## src/rtl/solomon_cen_gen_if.sv

```systemverilog
// Configuration bus of the clock-enable generator: write strobe, target channel,
// register select (NUM/DEN) and write data.
interface solomon_cen_gen_if #(
  parameter int W = 8
);
  logic         CFG_WE;
  logic [2:0]   CFG_CH;
  logic         CFG_SEL;
  logic [W-1:0] CFG_D;

  modport master (output CFG_WE, CFG_CH, CFG_SEL, CFG_D);
  modport slave  (input  CFG_WE, CFG_CH, CFG_SEL, CFG_D);
endinterface

```

## src/rtl/solomon_cen_gen.sv

```systemverilog
// Fractional clock-enable generator: NCH Bresenham-paced CEN pulses at MCLK*NUM/DEN,
// a toggle output per channel and a free-running binary prescaler, all on MCLK.
module solomon_cen_gen #(
  parameter int NCH  = 4,
  parameter int W    = 8,
  parameter int DIVW = 5
) (
  input  logic              MCLK,
  input  logic              RESET_N,
  input  logic              PAUSE,
  input  logic              SYNC,
  solomon_cen_gen_if.slave  cfg,
  output logic [NCH-1:0]    CEN,
  output logic [NCH-1:0]    TGL,
  output logic [DIVW-1:0]   DIV
);

  for (genvar c = 0; c < NCH; c++) begin : g_ch
    logic [W-1:0] num;
    logic [W-1:0] den;
    logic [W-1:0] acc;
    logic         cen;
    logic         tgl;
    logic [W:0]   sum;
    logic         wr_hit;

    // One spare bit keeps acc + num exact since acc < DEN and NUM < DEN.
    assign sum    = {1'b0, acc} + {1'b0, num};
    assign wr_hit = cfg.CFG_WE && (cfg.CFG_CH == 3'(c));
    assign CEN[c] = cen;
    assign TGL[c] = tgl;

    always_ff @(posedge MCLK or negedge RESET_N) begin
      if (!RESET_N) begin
        num <= W'(1);
        den <= W'(32'd2 << c);
        acc <= '0;
        cen <= 1'b0;
        tgl <= 1'b0;
      end else begin
        if (SYNC) begin
          acc <= '0;
          cen <= 1'b0;
          tgl <= 1'b0;
        end else if (PAUSE) begin
          cen <= 1'b0;
        end else if (den == '0) begin
          acc <= '0;
          cen <= 1'b0;
        end else if (num == '0) begin
          cen <= 1'b0;
        end else if (num >= den) begin
          acc <= '0;
          cen <= 1'b1;
          tgl <= ~tgl;
        end else if (sum >= {1'b0, den}) begin
          acc <= W'(sum - {1'b0, den});
          cen <= 1'b1;
          tgl <= ~tgl;
        end else begin
          acc <= sum[W-1:0];
          cen <= 1'b0;
        end

        // Writes land after the arithmetic; a new DEN restarts the phase so acc < DEN holds.
        if (wr_hit) begin
          if (cfg.CFG_SEL) begin
            den <= cfg.CFG_D;
            acc <= '0;
          end else begin
            num <= cfg.CFG_D;
          end
        end
      end
    end
  end

  always_ff @(posedge MCLK or negedge RESET_N) begin
    if (!RESET_N) begin
      DIV <= '0;
    end else if (SYNC) begin
      DIV <= '0;
    end else if (!PAUSE) begin
      DIV <= DIV + DIVW'(1);
    end
  end

endmodule
```

## src/flat_wrapper.sv

```systemverilog
// flat-port wrapper written by rule: the top's interface ports become plain ports
module solomon_cen_gen_flat 
#(
  parameter int NCH  = 4,
  parameter int W    = 8,
  parameter int DIVW = 5
)
  (MCLK, RESET_N, PAUSE, SYNC, CEN, TGL, DIV, cfg_CFG_WE, cfg_CFG_CH, cfg_CFG_SEL, cfg_CFG_D);
  solomon_cen_gen_if #(.W(W)) cfg_i ();
  input  logic MCLK;
  input  logic RESET_N;
  input  logic PAUSE;
  input  logic SYNC;
  output logic [NCH-1:0] CEN;
  output logic [NCH-1:0] TGL;
  output logic [DIVW-1:0] DIV;
  input wire logic [$bits(cfg_i.CFG_WE)-1:0] cfg_CFG_WE;
  input wire logic [$bits(cfg_i.CFG_CH)-1:0] cfg_CFG_CH;
  input wire logic [$bits(cfg_i.CFG_SEL)-1:0] cfg_CFG_SEL;
  input wire logic [$bits(cfg_i.CFG_D)-1:0] cfg_CFG_D;
  assign cfg_i.CFG_WE = cfg_CFG_WE;
  assign cfg_i.CFG_CH = cfg_CFG_CH;
  assign cfg_i.CFG_SEL = cfg_CFG_SEL;
  assign cfg_i.CFG_D = cfg_CFG_D;
  solomon_cen_gen #(.NCH(NCH), .W(W), .DIVW(DIVW)) u_core (.MCLK(MCLK), .RESET_N(RESET_N), .PAUSE(PAUSE), .SYNC(SYNC), .cfg(cfg_i), .CEN(CEN), .TGL(TGL), .DIV(DIV));
endmodule
```

## config.mk

```make
export PLATFORM = sky130hd
export DESIGN_NAME = solomon_cen_gen_flat
export DESIGN_NICKNAME = d
export VERILOG_FILES = /design/src/rtl/solomon_cen_gen_if.sv /design/src/rtl/solomon_cen_gen.sv /design/src/flat_wrapper.sv
export SDC_FILE = /design/constraint.sdc
export NUM_CORES = 1
export LEC_CHECK = 0
export BUFFER_PORTS_ARGS = -buffer_cell sky130_fd_sc_hd__buf_2
export CAP_MARGIN = 20
export CORE_MARGIN = 3
export CORE_UTILIZATION = 50
export CTS_CLUSTER_DIAMETER = 100
export DETAILED_ROUTE_END_ITERATION = 12
export HOLD_SLACK_MARGIN = 0.1
export PLACE_DENSITY = 0.67
export SLEW_MARGIN = 20
export SYNTH_ARGS = -nofsm -noshare
export SYNTH_HDL_FRONTEND = slang
export SYNTH_SLANG_ARGS = --single-unit
```

## constraint.sdc

```tcl
create_clock -name MCLK -period 9.7 [get_ports MCLK]
set_input_delay 0.97 -clock MCLK [delete_from_list [all_inputs] [get_ports MCLK]]
set_output_delay 0.97 -clock MCLK [all_outputs]
set_load 0.005 [all_outputs]
```

### Word-level counts from Yosys, hierarchy flattened

Index checks and enable logic that the tools add are counted.

* flip-flop bits (word level): 109
* output and inout port bits: 13
* logic and storage cells: 166

* $add $sub $neg: 9
* order comparisons: 8
* equal/unequal tests: 12
* muxes and demuxes: 82
* bitwise gates (word level): 5
* reductions and logical operators: 29

Operators by type and width (count)
* 2-to-1 mux 8 bit: 32
* zero test 8 bit: 8
* 2-to-1 mux 1 bit: 48
* adder 8 x 8 -> 9 bit: 4
* >= comparator 9 x 8 -> 1 bit: 4
* >= comparator 8 bit: 4
* subtractor 8 bit: 4
* != test 2 bit (second input constant): 8
* AND reduction 2 bit: 8
* AND reduction 4 bit: 4
* nonzero test 3 bit: 4
* 2-to-1 mux 5 bit: 2
* == test 3 x 2 -> 1 bit (second input constant): 2
* adder 5 x 1 -> 5 bit (second input constant): 1
* NOT 1 bit: 5
* logical AND 1 bit: 4
* == test 3 x 1 -> 1 bit (second input constant): 1
* zero test 3 bit: 1
* != test 2 x 1 -> 1 bit (second input constant): 1

### Longest topological paths before layout

* word-level depth: 10
* gate-level depth with buffers: 15
* mapped depth without buffers: 14

### Least setup slack after synthesis

Ideal clock, no wire load.

* kind: register to register
* start point: register u_core.g_ch[0].acc[0]
* end point: register u_core.g_ch[0].tgl
* data arrival time: 3.151 ns
* setup slack: 6.421 ns
* stages on the path, launching flop included: 16
* buffers on the path: 1
* period minus slack after synthesis: 3.279 ns
* path through: dfrtp_1 ha_1 fa_1 a211oi_2 nor2_1 o21a_1 o21ai_0 o31a_1 ha_1 nand4_1 a21oi_2 o31ai_2 and2_1 buf_6 a21oi_2 mux2_1

* cells in the longest elaborated chain, start to end: 4

RTL lines
* start: declaration: RTL line solomon_cen_gen.sv:21 `logic [W-1:0] acc;`
* start signal: assignment: RTL line solomon_cen_gen.sv:57 `acc <= W'(sum - {1'b0, den});`
* start signal: assignment: RTL line solomon_cen_gen.sv:61 `acc <= sum[W-1:0];`
* adder 8 x 8 -> 9 bit: RTL line solomon_cen_gen.sv:28 `assign sum = {1'b0, acc} + {1'b0, num};`
* >= comparator 9 x 8 -> 1 bit: RTL line solomon_cen_gen.sv:56 `end else if (sum >= {1'b0, den}) begin`
* nonzero test 3 bit (no source line)
* AND reduction 4 bit (no source line)
* end signal: assignment: RTL line solomon_cen_gen.sv:55 `tgl <= ~tgl;`
* end signal: assignment: RTL line solomon_cen_gen.sv:59 `tgl <= ~tgl;`
* end: declaration: RTL line solomon_cen_gen.sv:23 `logic tgl;`

Every way passes these cells.
A chain may end at the register's enable or synchronous reset.

### Final worst setup path

* start point: register u_core.g_ch[3].acc[0]
* end point: register u_core.g_ch[3].tgl

* cells in the longest elaborated chain, start to end: 4

RTL lines (RTL line)
* start: declaration: solomon_cen_gen.sv:21
* start signal: assignment: solomon_cen_gen.sv:57
* start signal: assignment: solomon_cen_gen.sv:61
* adder 8 x 8 -> 9 bit: solomon_cen_gen.sv:28
* >= comparator 9 x 8 -> 1 bit: solomon_cen_gen.sv:56
* nonzero test 3 bit (no source line)
* AND reduction 4 bit (no source line)
* end signal: assignment: solomon_cen_gen.sv:55
* end signal: assignment: solomon_cen_gen.sv:59
* end: declaration: solomon_cen_gen.sv:23

Every way passes these cells.

==> results.md <==
- Status: finished clean
- Clk buf depth: 2
- Required @ worst endpoint: 9950 ps
- Global route total overflow: 0
- Final HPWL DP: 14700 um
- Synth Instances: 858
- Placed Cells: 1077
- Fin. Hold Viols: 0
- Hold Crit Class: flop to flop
- Switch share: 46.8%
- Setup_tns: 0 ps
- Finished Layout Cells: 1094
- Count of cell types in the netlist: 57
- CP max stage delay: 570 ps
- Worst-path clk slew: 70 ps
- Net Count, Synth: 980
- Max Clock Freq: 0.260 GHz
- Placed cell areas: 8480 um2
- Power Dens Cells: 364 nW/um2
- Core occupancy in the finished layout: 54.9%
- Sequential element share of the synthesized area: 33.3%
- CTS H-Tree Depth: 3
- Post-CTS Setup Bufs: 0
- Clock Skew: 4.91 ps
- CTS tree: yes
- Rows: 46
- Syn Area/Cell: 9.57 um2
- Vias in the first global route: 6302
- Fin crit period: 3840 ps
- YS warnings: 0
- CP max FO: 7
- Slowest-stage cell, CP: nor2b_1
- Die height: 134 um
- Iteration-0 DRC Markers: 347
- RSZ-0062 raised after global routing: no
- Post-route DRC: 0
- Layout Nets: 995
- Most used DFF post-synth: dfrtp_1
- Most common cell in the netlist: dfrtp_1
- Initial antenna violation count: 0
- Routed vias: 6544
- P&R area growth vs syn: 7.03%
- Number of flops mapped to enable cells by yosys: 0
- Clk Tree Root Cell: clkbuf_16
- Final Cycle Share: 39.6%
- Bufs and invs on worst path: 0
- Synth area leaders: dfrtp_1 31%, ha_1 15%, mux2_2 5.9%
- Fin Hold WS: 527 ps
- WS Path Type: flop to flop
- First-pass GRT wire length: 32400 um
- First-pass detailed-route iteration total: 6
- CP startpoint kind: flop
- ANT nets after route: 0
- WL/cell: 17.9 um
- Worst-Skew Late Latency: 360 ps
- Crit-path leading delay family: compound AO/OA/AOI/OAI gates
- #FFs+latches synth: 109
- Port Buf Inserts: 29
- Synth area leader: dfrtp_1
- Final Max Tran Viols: 0
- Total GRT Usage: 22.3%
- DIE AREA: 18000 um2
- Final WL: 19500 um
- Ant diodes: 0
- Combinational share of power: 65.9%
- I/O Pins: 30
- Kind of end point of the critical path: flop
- Share of cells above drive strength 1: 14.8%
- CTS buffer count: 9
- Synthesized cell area: 8210 um2
- Cell area after layout: 8790 um2
- CORE AREA: 16000 um2
- Final setup viols: 0
- CTS Sinks: 109
- Largest net degree at the start of global routing: 60
- LEAKAGE: 0.00398 uW
- Die X: 134 um
- Vias per std cell: 5.98
- Post-synth top cells: 101 x dfrtp_1, 97 x ha_1, 83 x o21ai_0
- Arr. time, crit path: 4090 ps
- # Max-Cap Violations: 0
- GPL Wtd Cong: 0.883
- Switching pwr: 1500 uW
- Critical path cell sequence: ha_1, fa_1, a211oi_2, o21bai_1, a21oi_1, xnor2_1, ha_1, nand4_1, a21oi_1, o31ai_2, nor2b_1, a21oi_2, mux2_4
- Post_cts resized: 0
- Post-cts hold buffer count: 0
- Flop pwr share: 22.1%
- Int Pwr: 1700 uW
- Clock power share: 12.0%
- Normalized max-slew margin: 27.3%
- Ys async rst share: 100%
- Worst slew pin tran: 1080 ps
- Worst VDD drop: 0.154 mV
- Starting Density: 51.3%
- Synth top area share: 30.8%
flip-flops by register name, summed over array words and instances (netlist names):
| register | flops |
|---|---|
| u_core.DIV | 5 |
| u_core.g_ch.acc | 32 |
| u_core.g_ch.cen | 4 |
| u_core.g_ch.den | 32 |
| u_core.g_ch.num | 32 |
| u_core.g_ch.tgl | 4 |
power by group through the flow:
stage | combinational [uW] | sequential, uW | clock (uW)
6_report | 2100 | 707 | 384
3_5_place_dp | 2070 | 711 | 0
2_1_floorplan | 1730 | 672 | 0
3_3_place_gp | 2040 | 711 | 0
5_1_grt | 2370 | 724 | 413
4_1_cts | 2080 | 706 | 395
cells in the final DEF, fill, tap and decap left out, drive strengths merged, types with 11 or more instances in the layout:
| cell type | n |
|---|---|
| nand2 | 52 |
| buf | 33 |
| a21oi | 48 |
| nand3 | 34 |
| nor4 | 23 |
| nor2b | 13 |
| nand4 | 15 |
| ha | 97 |
| a21o | 11 |
| dfrtp | 101 |
| a31oi | 22 |
| inv | 49 |
| nand3b | 14 |
| a211oi | 18 |
| nand2b | 15 |
| nor2 | 46 |
| o21a | 17 |
| o21ai | 86 |
| xnor2 | 24 |
| mux2 | 45 |
| xor2 | 12 |
area by class of cell:
class	instances	area, um2
fill	1514	7210
clock inverter	7	71.3
sequential	109	2740
multi-input combinational	673	5120
inverter	46	173
tap	216	270
timing repair buffer	34	185
clock buffer	9	225
layer usage:
metal,vias to the layer above,global-route usage (%),part of all wire [%]
li1,3208,-,-
met1,3201,31.8,49
met2,123,36.7,46
met3,12,3.75,4.1
met4,0,3.68,0.68
met5,-,0,0
final timing paths:
kind                       cells after the start                               to                             from  slack [ps]
max reg2reg                                   13   u_core.g_ch[3].tgl$_DFFE_PN0P_  u_core.g_ch[3].acc[0]$_DFF_PN0_        5860
max in group asynchronous                      2  u_core.g_ch[1].acc[2]$_DFF_PN0_                          RESET_N        7860
max                                           13   u_core.g_ch[3].tgl$_DFFE_PN0P_  u_core.g_ch[3].acc[0]$_DFF_PN0_        5860
min in group asynchronous                      1  u_core.g_ch[3].acc[1]$_DFF_PN0_                          RESET_N         630
min reg2reg                                    2  u_core.g_ch[3].acc[7]$_DFF_PN0_  u_core.g_ch[3].acc[7]$_DFF_PN0_         530
min                                            2  u_core.g_ch[3].acc[7]$_DFF_PN0_  u_core.g_ch[3].acc[7]$_DFF_PN0_         530
worst register-to-register path, stage by stage (launching register included):
cell	delay, ps
dfrtp_1	380
ha_1	230
fa_1	500
a211oi_2	320
o21bai_1	110
a21oi_1	180
xnor2_1	170
ha_1	300
nand4_1	140
a21oi_1	80
o31ai_2	280
nor2b_1	570
a21oi_2	150
mux2_4	320
cell families (layout without fill, tap and decap cells):
family | Yosys count | in the layout | share of synthesized area [%]
xor gates and xnor gates | 36 | 36 | 3.84
adders and majority gates | 105 | 105 | 16.7
and+or+nand+nor | 234 | 234 | 15.1
AOI/OAI and AO/OA | 247 | 247 | 19.8
muxes | 51 | 51 | 6.95
buffers and inverters | 76 | 96 | 4.24
DFF | 109 | 109 | 33.3
stage by stage:
stage / worst slack, ps / total power [uW]
after CTS: 5930 / 3180
final: 5860 / 3200
after global routing: 5690 / 3510
after detailed placement: 5960 / 2780
after global placement: 5980 / 2750
after floorplan: 6420 / 2400
Note: power is estimated with default switching activity, not from simulation.
